===== src/rtl/frame_source_arbiter_pkg.sv =====
// Shared frame-sync definitions: arbiter FSM encodings and requester channel indices.
package frame_source_arbiter_pkg;

    typedef enum logic [2:0] {
        ST_ARB       = 3'd0,
        ST_WAIT_IN   = 3'd1,
        ST_READ      = 3'd2,
        ST_GET       = 3'd3,
        ST_CHECK_OUT = 3'd4,
        ST_WRITE     = 3'd5
    } state_t;

    localparam logic CH0_IDX = 1'b0;
    localparam logic CH1_IDX = 1'b1;

    function automatic logic [1:0] ch_onehot(input logic idx);
        return idx ? 2'b10 : 2'b01;
    endfunction

endpackage


===== src/rtl/frame_source_arbiter_rr_grant2.sv =====
// Two-requester round-robin tie-break: on contention the channel not served last wins.
module rr_grant2
    import frame_source_arbiter_pkg::*;
(
    input  logic [1:0] i_req,
    input  logic       i_last,
    output logic [1:0] o_grant
);

    // One-hot grant from the request pair and the last-served channel.
    always_comb begin
        o_grant = 2'b00;
        case (i_req)
            2'b01:   o_grant = 2'b01;
            2'b10:   o_grant = 2'b10;
            2'b11:   o_grant = ch_onehot(~i_last);
            default: o_grant = 2'b00;
        endcase
    end

endmodule


===== src/rtl/frame_source_arbiter.sv =====
// Moves PAYLOAD_LEN-bit blocks, one bit at a time, from two requester FIFOs into
// one downstream FIFO; ownership is held for a whole block and alternates on contention.
module frame_source_arbiter
    import frame_source_arbiter_pkg::*;
#(
    parameter int PAYLOAD_LEN = 48
)(
    input  logic       CLK,
    input  logic       RESET,
    input  logic       CH0_DATA,
    input  logic       CH1_DATA,
    output logic       CH0_RE,
    output logic       CH1_RE,
    input  logic       CH0_EMPTY,
    input  logic       CH1_EMPTY,
    output logic       OUT_DATA,
    output logic       OUT_WE,
    input  logic       OUT_FULL,
    output logic [1:0] GRANT,
    output logic       BUSY
);

    localparam int                CNT_W    = (PAYLOAD_LEN > 1) ? $clog2(PAYLOAD_LEN) : 1;
    localparam logic [CNT_W-1:0]  CNT_LAST = CNT_W'(PAYLOAD_LEN - 1);

    state_t           r_state;
    state_t           w_state_nxt;
    logic [1:0]       r_grant;
    logic [1:0]       w_grant_nxt;
    logic             r_last;
    logic             w_last_nxt;
    logic             r_bit;
    logic             w_bit_nxt;
    logic [CNT_W-1:0] r_cnt;
    logic [CNT_W-1:0] w_cnt_nxt;
    logic [1:0]       w_arb_grant;
    logic             w_own_empty;
    logic             w_own_data;

    rr_grant2 u_rr_grant2 (
        .i_req   ({~CH1_EMPTY, ~CH0_EMPTY}),
        .i_last  (r_last),
        .o_grant (w_arb_grant)
    );

    // Owner-side views; only consulted while a grant is held.
    assign w_own_empty = r_grant[1] ? CH1_EMPTY : CH0_EMPTY;
    assign w_own_data  = r_grant[1] ? CH1_DATA  : CH0_DATA;

    // State, grant, last-served, captured bit and bit counter registers.
    always_ff @(posedge CLK) begin
        if (RESET) begin
            r_state <= ST_ARB;
            r_grant <= 2'b00;
            r_last  <= CH1_IDX;
            r_bit   <= 1'b0;
            r_cnt   <= '0;
        end else begin
            r_state <= w_state_nxt;
            r_grant <= w_grant_nxt;
            r_last  <= w_last_nxt;
            r_bit   <= w_bit_nxt;
            r_cnt   <= w_cnt_nxt;
        end
    end

    // Next-state and next-register logic.
    always_comb begin
        w_state_nxt = r_state;
        w_grant_nxt = r_grant;
        w_last_nxt  = r_last;
        w_bit_nxt   = r_bit;
        w_cnt_nxt   = r_cnt;
        case (r_state)
            ST_ARB: begin
                if (w_arb_grant != 2'b00) begin
                    w_grant_nxt = w_arb_grant;
                    w_state_nxt = ST_READ;
                end else begin
                    w_state_nxt = ST_ARB;
                end
            end
            ST_WAIT_IN: begin
                if (w_own_empty) begin
                    w_state_nxt = ST_WAIT_IN;
                end else begin
                    w_state_nxt = ST_READ;
                end
            end
            ST_READ: begin
                w_state_nxt = ST_GET;
            end
            ST_GET: begin
                w_bit_nxt   = w_own_data;
                w_state_nxt = ST_CHECK_OUT;
            end
            ST_CHECK_OUT: begin
                if (OUT_FULL) begin
                    w_state_nxt = ST_CHECK_OUT;
                end else begin
                    w_state_nxt = ST_WRITE;
                end
            end
            ST_WRITE: begin
                if (r_cnt == CNT_LAST) begin
                    w_cnt_nxt   = '0;
                    w_last_nxt  = r_grant[1] ? CH1_IDX : CH0_IDX;
                    w_grant_nxt = 2'b00;
                    w_state_nxt = ST_ARB;
                end else begin
                    w_cnt_nxt   = r_cnt + {{(CNT_W-1){1'b0}}, 1'b1};
                    w_state_nxt = ST_WAIT_IN;
                end
            end
            default: begin
                w_state_nxt = ST_ARB;
                w_grant_nxt = 2'b00;
                w_cnt_nxt   = '0;
            end
        endcase
    end

    // All outputs decode registered state/grant only, so no input reaches them combinationally.
    assign CH0_RE   = (r_state == ST_READ) & r_grant[0];
    assign CH1_RE   = (r_state == ST_READ) & r_grant[1] & ~r_grant[0];
    assign OUT_WE   = (r_state == ST_WRITE);
    assign OUT_DATA = (r_state == ST_WRITE) & r_bit;
    assign GRANT    = r_grant;
    assign BUSY     = (r_state != ST_ARB);

endmodule


===== config.mk =====
export PLATFORM = sky130hd
export DESIGN_NAME = frame_source_arbiter
export DESIGN_NICKNAME = d
export VERILOG_FILES = /design/src/rtl/frame_source_arbiter_pkg.sv /design/src/rtl/frame_source_arbiter_rr_grant2.sv /design/src/rtl/frame_source_arbiter.sv
export SDC_FILE = /design/constraint.sdc
export NUM_CORES = 1
export LEC_CHECK = 0
export CAP_MARGIN = 10
export CORE_MARGIN = 2
export CORE_UTILIZATION = 49
export CTS_CLUSTER_SIZE = 8
export DETAILED_ROUTE_END_ITERATION = 10
export GPL_TIMING_DRIVEN = 0
export PLACE_DENSITY = 0.76
export SYNTH_ARGS = -nofsm -noshare
export SYNTH_HDL_FRONTEND = slang
export SYNTH_HIERARCHICAL = 1
export SYNTH_SLANG_ARGS = --single-unit

===== constraint.sdc =====
create_clock -name CLK -period 1.8 [get_ports CLK]
set_input_delay 0.27 -clock CLK [delete_from_list [all_inputs] [get_ports CLK]]
set_output_delay 0.27 -clock CLK [all_outputs]
set_load 0.01 [all_outputs]

# Word-level counts from Yosys, hierarchy flattened
# Cells that the tools add are included.
# totals
ff_bits	13
inputBits	7
out_inout_bits	7
elab_cells	47
# classes
add_sub_neg	1
n_eq_ne	11
n_mux	15
n_bitwise	8
reduce_logical	7
# op_table
op	count
3-bit one-hot mux with 6 select lines	1
2-bit one-hot mux with 3 select lines	2
6-bit one-hot mux with 2 select lines	1
2-bit 2-to-1 mux	5
6-bit by 1-bit adder with 6-bit output (second input constant)	1
3-bit by 2-bit equality test with 1-bit output (second input constant)	2
3-bit equality test (second input constant)	2
6-bit equality test (second input constant)	1
6-bit 2-to-1 mux	1
1-bit 2-to-1 mux	5
5-bit OR reduction	1
1-bit AND	4
2-bit equality test (second input constant)	2
1-bit NOT	4
4-bit OR reduction	1
3-bit by 1-bit equality test with 1-bit output (second input constant)	1
3-bit zero test	1
3-bit AND reduction	1
3-bit nonzero test	1
2-bit by 1-bit equality test with 1-bit output (second input constant)	1
2-bit by 1-bit != test with 1-bit output (second input constant)	1
2-bit != test (second input constant)	1
2-bit AND reduction	1
2-bit nonzero test	1

# Depth between registers and ports, before layout
# Gate-level depths: netlist (run 1).
# logic_depth
ltp_word	6
mapped_depth	6
depth_no_buf	6

# Modules after synthesis
# Netlist (run 1), hierarchy kept.
# by_module_without_submodules
module	instances	cells_per_inst	area_per_inst_um2	seq_area_each_um2
frame_source_arbiter	1	87	700.7	260.2
rr_grant2	1	3	18.8	0.0

# Worst setup path before layout (run 1)
# OpenSTA, ideal clock, no wires.
# synth_timing
path_kind	reg2reg
start	register r_cnt[0]
end	register r_last
setup_ns	0.122
arrival_time_ns	1.280
required_time_ns	1.678
path_slack_ns	0.397
path_stages_with_launch	6
path_buffers	0
period_less_slack_ns	1.403
path_cell_list	dfxtp_1 -> ha_1 -> nand3_1 -> nor2b_1 -> a21boi_0 -> a311o_1
# synth_via
elab_chain_len	2
# synth_lines
item	line	source
start: declaration	frame_source_arbiter.sv:34	logic [CNT_W-1:0] r_cnt;
start signal: assignment	frame_source_arbiter.sv:63	r_cnt <= w_cnt_nxt;
6-bit equality test	frame_source_arbiter.sv:105	if (r_cnt == CNT_LAST) begin
2-bit AND reduction (no source line)	-	
end signal: assignment	frame_source_arbiter.sv:61	r_last <= w_last_nxt;
end: declaration	frame_source_arbiter.sv:30	logic r_last;
# No other way between the ends.
# A chain may end at the register's enable or synchronous reset.

# Worst setup path after layout (run 1)
# layout_timing
start	register r_state[1]
end	output OUT_DATA
# layout_via
elab_chain_len	2
# layout_lines
item	line	source
start: declaration	frame_source_arbiter.sv:26	state_t r_state;
start signal: assignment	frame_source_arbiter.sv:59	r_state <= w_state_nxt;
3-bit equality test	frame_source_arbiter.sv:127	assign OUT_DATA = (r_state == ST_WRITE) & r_bit;
1-bit AND	frame_source_arbiter.sv:127	
end: declaration	frame_source_arbiter.sv:16	output logic OUT_DATA,
# No other way between the ends.

==> impl_metrics.toml, run 1 <==
[status]
status = "finished, final reports clean"

[power_and_ir_drop]
ir_drop_v = 0.000427
p_per_area_nw_per_um2 = 757
p_leak_nw = 0.392

[floorplan]
die_h_um = 42.3
die_w_um = 42.3
start_util_pct = 53.9
core_um2 = 1330
dieArea_um2 = 1790
rows = 13
io_pins = 14

[cts]
clkTransAtPathRegs_ps = 90
clock_tree.buffer_depth = 2
cts_made_buffers = 3
cts_setup_buffers = 0
cts_sinks = 13
cts_root_buf = "clkbuf_4"
h-tree-depth = 1
cts_hold_buffers = 0
cts_resized = 9
insertion_delay_ps = 280
cts_tree = "built"

[drt]
drtIter0Drc = 18
avgViaCountPerCell = 5.87
drc = 0
wl_um = 1560
via_count = 716
firstDrtPassIters = 4
drtAntennaViolNets = 0
wl_per_cell_um = 12.8

[yosys]
syn-cell-area_um2 = 719
ys.flop_type = "dfxtp_1"
synth_cells = 90
ys_seq_elements = 13
async_flop_share_pct = 0
syn_nets = 98
ys_warn_count = 6
seq_area_frac_synth_pct = 36.2
ys_types = 33
synth_edf_count = 0
avgSynthCellArea_um2 = 7.99

[global_routing]
grt_max_degree = 11
grt_pass1_wl_um = 2520
grt.total_usage_pct = 18.6
antenna_found_initial = 0
grt-ovfl-total = 0
grt_pass1_vias = 592

[timing]
period_needed_ps = 1720
hold_viol = 0
fmax_mhz = 582
finalSetupTns_ps = 0
fin_crit_sh_pct = 95.5
rsz0062_at_grt = "false"
setup_viol = 0
slew-limit-headroom_pct = 63.9
report.final.slew_viol_count = 0
tightest_slew_ps = 538
fin_worst_hold_slack_ps = 519
finClkSkew_ps = 1.26

[finish]
finish.instance_area_um2 = 896
final_layout_size_suffix_gt1_share_pct = 8.41
final_core_util_pct = 67.2
area_delta_synth_final_pct = 24.5
mostFrequentLayoutCell = "dfxtp_1"
final_nets = 116
mostFrequentLayoutCells = "dfxtp_1, nor2_1, clkdlybuf4s50_1"
antennaDiodeCount = 0

[worst_setup_path]
cp-start-kind = "flop"
rrSetupSlack_ps = 130
arrival_ps = 1450
critPathKind = "flop to output port"
worstPathMaxFanout = 10
worstPathRequired_ps = 1530
end_kind = "output port"

[min_path]
hp-class = "flop to flop"

[placed_design]
routabilityCongestion = 0.772
dp_hpwl_um = 1160
numPortBuffers = 13
place_area_um2 = 868

[run]
cap_violations = 0
## synthesized netlist by cell type (2+ instances only)
library cell   n  share of area (%)
nor2_1        12                6.3
a31oi_1        4                3.5
o21ai_0        3                2.1
nand2_1        7                3.7
a22o_1         2                2.4
inv_1          5                2.6
mux2i_1        2                2.8
a21oi_1        4                2.8
dfxtp_1       13                 36
nor2b_1        3                2.6
a22oi_1        2                2.1
and2_1         2                1.7
or3_1          3                2.6
clkbuf_1       2                1.0
nand3_1        5                3.5
a21boi_0       3                3.1
nor3_1         2                1.4
## layout make-up
cell class / instances / area, um2
buffer: 4 / 27.5
timing repair buffer: 13 / 124
clock inverter: 1 / 5.00
multi-input combinational: 68 / 417
inverter: 5 / 21.3
clock buffer: 3 / 22.5
sequential: 13 / 260
fill: 127 / 438
tap: 15 / 18.8
## power breakdown
group          internal (mW)  switching, mW
registers              0.306         0.0221
clock network         0.0823          0.104
logic                 0.0800         0.0837
total                  0.468          0.210
## critical path, cell delays in order, from the launching register on
cell	delay [ps]
dfxtp_1	380
buf_6	150
nand3b_4	170
inv_4	50
and2_1	150
dlygate4sd2_1	270
## sequential cells by signal, indices dropped and copies added (netlist names)
signal	cells
r_cnt	6
GRANT	2
r_bit	1
r_last	1
r_state	3
## per-stage QoR
| step | power [mW] | instances | setup slack (ps) |
|---|---|---|---|
| global placement | 0.501 | 118 | 86.4 |
| finish | 0.678 | 122 | 80.5 |
| floorplan | 0.435 | 90 | 397 |
| CTS | 0.682 | 122 | 74.0 |
| detailed placement | 0.503 | 118 | 66.6 |
| global route | 0.711 | 122 | 17.6 |
## path summary, 6_finish.rpt
| kind | start | to | depth (start not counted) |
|---|---|---|---|
| max | r_state[1]$_SDFF_PP0_ | OUT_DATA | 5 |
| min reg2reg | r_bit$_SDFFE_PP0N_ | r_bit$_SDFFE_PP0N_ | 2 |
| max reg2reg | r_cnt[0]$_SDFFE_PP0N_ | r_last$_SDFFE_PP1P_ | 5 |
| min | r_bit$_SDFFE_PP0N_ | r_bit$_SDFFE_PP0N_ | 2 |
## layer usage
metal  global-route usage (%)  routed length, um
met5                        0                  0
met4                     9.38                 12
met3                     3.88                 96
met2                     26.5                683
met1                     26.2                768
## cell families (layout without fill, tap and decap cells)
| group | count (synthesis) | count (layout) | share of synthesized area, % |
|---|---|---|---|
| simple gates | 39 | 39 | 28.3 |
| mux | 2 | 2 | 2.78 |
| fa+ha+maj | 1 | 1 | 1.74 |
| flops | 13 | 13 | 36.2 |
| compound gates | 26 | 26 | 25.0 |
| buf+inv | 9 | 26 | 5.91 |
No activity file was read; power rests on OpenSTA's default activity.
==> run 2, diff against run 1 <==
Settings changed: ABC_AREA set to 1, CORE_MARGIN 2 to 4.
==> impl_metrics.toml, run 2 <==
[finish]
final_layout_size_suffix_gt1_share_pct = 13.4
final_core_util_pct = 67.7
mostFrequentLayoutCells = "nand2_1, inv_1, dfxtp_1, nor2_1, clkdlybuf4s50_1"
antennaDiodeCount = 0
final_nets = 136
area_delta_synth_final_pct = 26.3
largest_reg_flops = 6
mostFrequentLayoutCell = "nand2_1"
top_register = "r_cnt"
fillers = 136

[drt]
drtAntennaViolNets = 0
firstDrtPassIters = 4
drtIter0Drc = 23
drc = 0
avgViaCountPerCell = 4.90
via_count = 696
wl_um = 1530
wl_per_cell_um = 10.8

[placed_design]
numPortBuffers = 13
place_worst_setup_slack_ps = 118
routabilityCongestion = 0.878
dp_hpwl_um = 1190

[global_routing]
grt-ovfl-total = 0
grt_pass1_wl_um = 2830
grt.total_usage_pct = 18.2
grt_pass1_vias = 692
grt_max_degree = 9
antenna_found_initial = 0

[yosys]
async_flop_share_pct = 0
ys_types = 20
ys_warn_count = 6
seq_area_frac_synth_pct = 35.9
synth_edf_count = 0
avgSynthCellArea_um2 = 6.71
post_synth_main_area_contributors = "dfxtp_1, nand2_1, inv_1"
synth_common_cells = "nand2_1, inv_1, dfxtp_1, nor2_1"
ys.flop_type = "dfxtp_1"
syn-cell-area_um2 = 724
synth_top_area_share_pct = 35.9
syn_nets = 116
synth.largest_area_cell = "dfxtp_1"
synth_cells = 108
ys_seq_elements = 13
synth.most_common_cell = "nand2_1"

[floorplan]
die_w_um = 46.5
dieArea_um2 = 2160
start_util_pct = 53.7
io_pins = 14
rows = 13
die_h_um = 46.5
core_um2 = 1350

[min_path]
hold_path_end = "r_bit$_SDFFE_PP0N_"
hold_path_startpoint = "r_bit$_SDFFE_PP0N_"
hp-class = "flop to flop"
holdPathStages = 2

[run]
cap_violations = 0

[timing]
tightest_slew_ps = 349
rsz0062_at_grt = "false"
report.final.slew_viol_count = 0
setup_viol = 0
fin_crit_sh_pct = 94.9
fmax_mhz = 586
finClkSkew_ps = 5.11
finalSetupTns_ps = 0
fin_worst_hold_slack_ps = 462
period_needed_ps = 1710
slew-limit-headroom_pct = 76.5
hold_viol = 0
setup_ws_ps = 92.6

[power_and_ir_drop]
net-switching-power_uw = 223
p_clk_share_pct = 25.4
p_leak_nw = 0.404
pwr-share-comb_pct = 27.1
p_sw_share_pct = 32.0
ir_drop_v = 0.000675
p_per_area_nw_per_um2 = 764
pwr-share-seq_pct = 47.5
p_int_uw = 475

[worst_setup_path]
cp-start-kind = "flop"
critPathKind = "flop to output port"
worstRegToRegCells = 8
r2r-start = "r_cnt[0]$_SDFFE_PP0N_"
r2r_end = "r_cnt[3]$_SDFFE_PP0N_"
arrival_ps = 1440
rrSetupSlack_ps = 480
worstPathMaxFanout = 5
worstPathRequired_ps = 1530
end_kind = "output port"

[cts]
h-tree-depth = 1
clkTransAtPathRegs_ps = 80
clock_tree.buffer_depth = 2
insertion_delay_ps = 280
cts_root_buf = "clkbuf_4"
cts_hold_buffers = 0
cts_made_buffers = 3
cts_tree = "built"
cts_sinks = 13

[status]
status = "finished, final reports clean"
## run 2: changes by cell type after synthesis, moves of 3 or more
cell / delta
a31oi_1: -4
inv_1: +11
a21boi_0: -3
nand2_2: +3
nand2_1: +24
or3_1: -3
nor2b_1: -3
## run 2: timing repair
item	4_1_cts	5_1_grt
setup endpoints to repair	4	0
setup buffers	2	0
resized for setup	7	0
## run 2: metrics by stage
step	power, mW	area (um2)	instances
after floorplan	0.453	724	108
after global placement	0.520	873	136
after detailed placement	0.524	873	136
after CTS	0.703	915	142
after global routing	0.749	915	142
final	0.699	915	142
## run 2: cells by family after synthesis
kind of cell / synth area share (%)
AO/OA/AOI/OAI: 11.1
XOR/XNOR: 2.42
adder cells (fa/ha/maj): 1.73
buffers and inverters: 9.33
flip-flops: 35.9
AND/OR/NAND/NOR: 39.6
## run 2: cell type report
| cell class | count | area (um2) | area share, % |
|---|---|---|---|
| multi-input cells | 77 | 397 | 43.4 |
| inverters | 18 | 70.1 | 7.66 |
| repair buffers | 15 | 140 | 15.3 |
| well taps | 15 | 18.8 | 2.05 |
| clock buffers | 4 | 26.3 | 2.87 |
| flip-flops and latches | 13 | 263 | 28.7 |
## run 2: how the worst max path moves through the flow
stage                               start       end  slack (ps)
detailed placement  r_state[0]$_SDFF_PP0_  OUT_DATA         120
global placement    r_state[0]$_SDFF_PP0_  OUT_DATA         150
finish              r_state[0]$_SDFF_PP0_      BUSY          90
global route        r_state[0]$_SDFF_PP0_      BUSY          10
floorplan           r_state[0]$_SDFF_PP0_  OUT_DATA         610
CTS                 r_state[0]$_SDFF_PP0_      BUSY          80
## run 2: power by group through the flow
stage	combinational, mW	clock (mW)	sequential [mW]
2_1_floorplan	0.117	0	0.335
6_report	0.189	0.177	0.332
3_5_place_dp	0.188	0	0.336
4_1_cts	0.191	0.180	0.332
5_1_grt	0.215	0.199	0.335
3_3_place_gp	0.185	0	0.335
## run 2: worst max-delay path: stages, from the launching register on
cell and delay [ps]:
dfxtp_2 350, nor2_4 220, nand2_1 100, clkdlybuf4s50_1 490
## run 2: per-layer routing
metal,vias up,global-route usage (%),part of all wire [%]
met4,0,6.25,0.72
li1,377,-,-
met2,14,29.9,46
met5,-,0,0
met1,303,21.6,48
met3,2,6.25,5.7
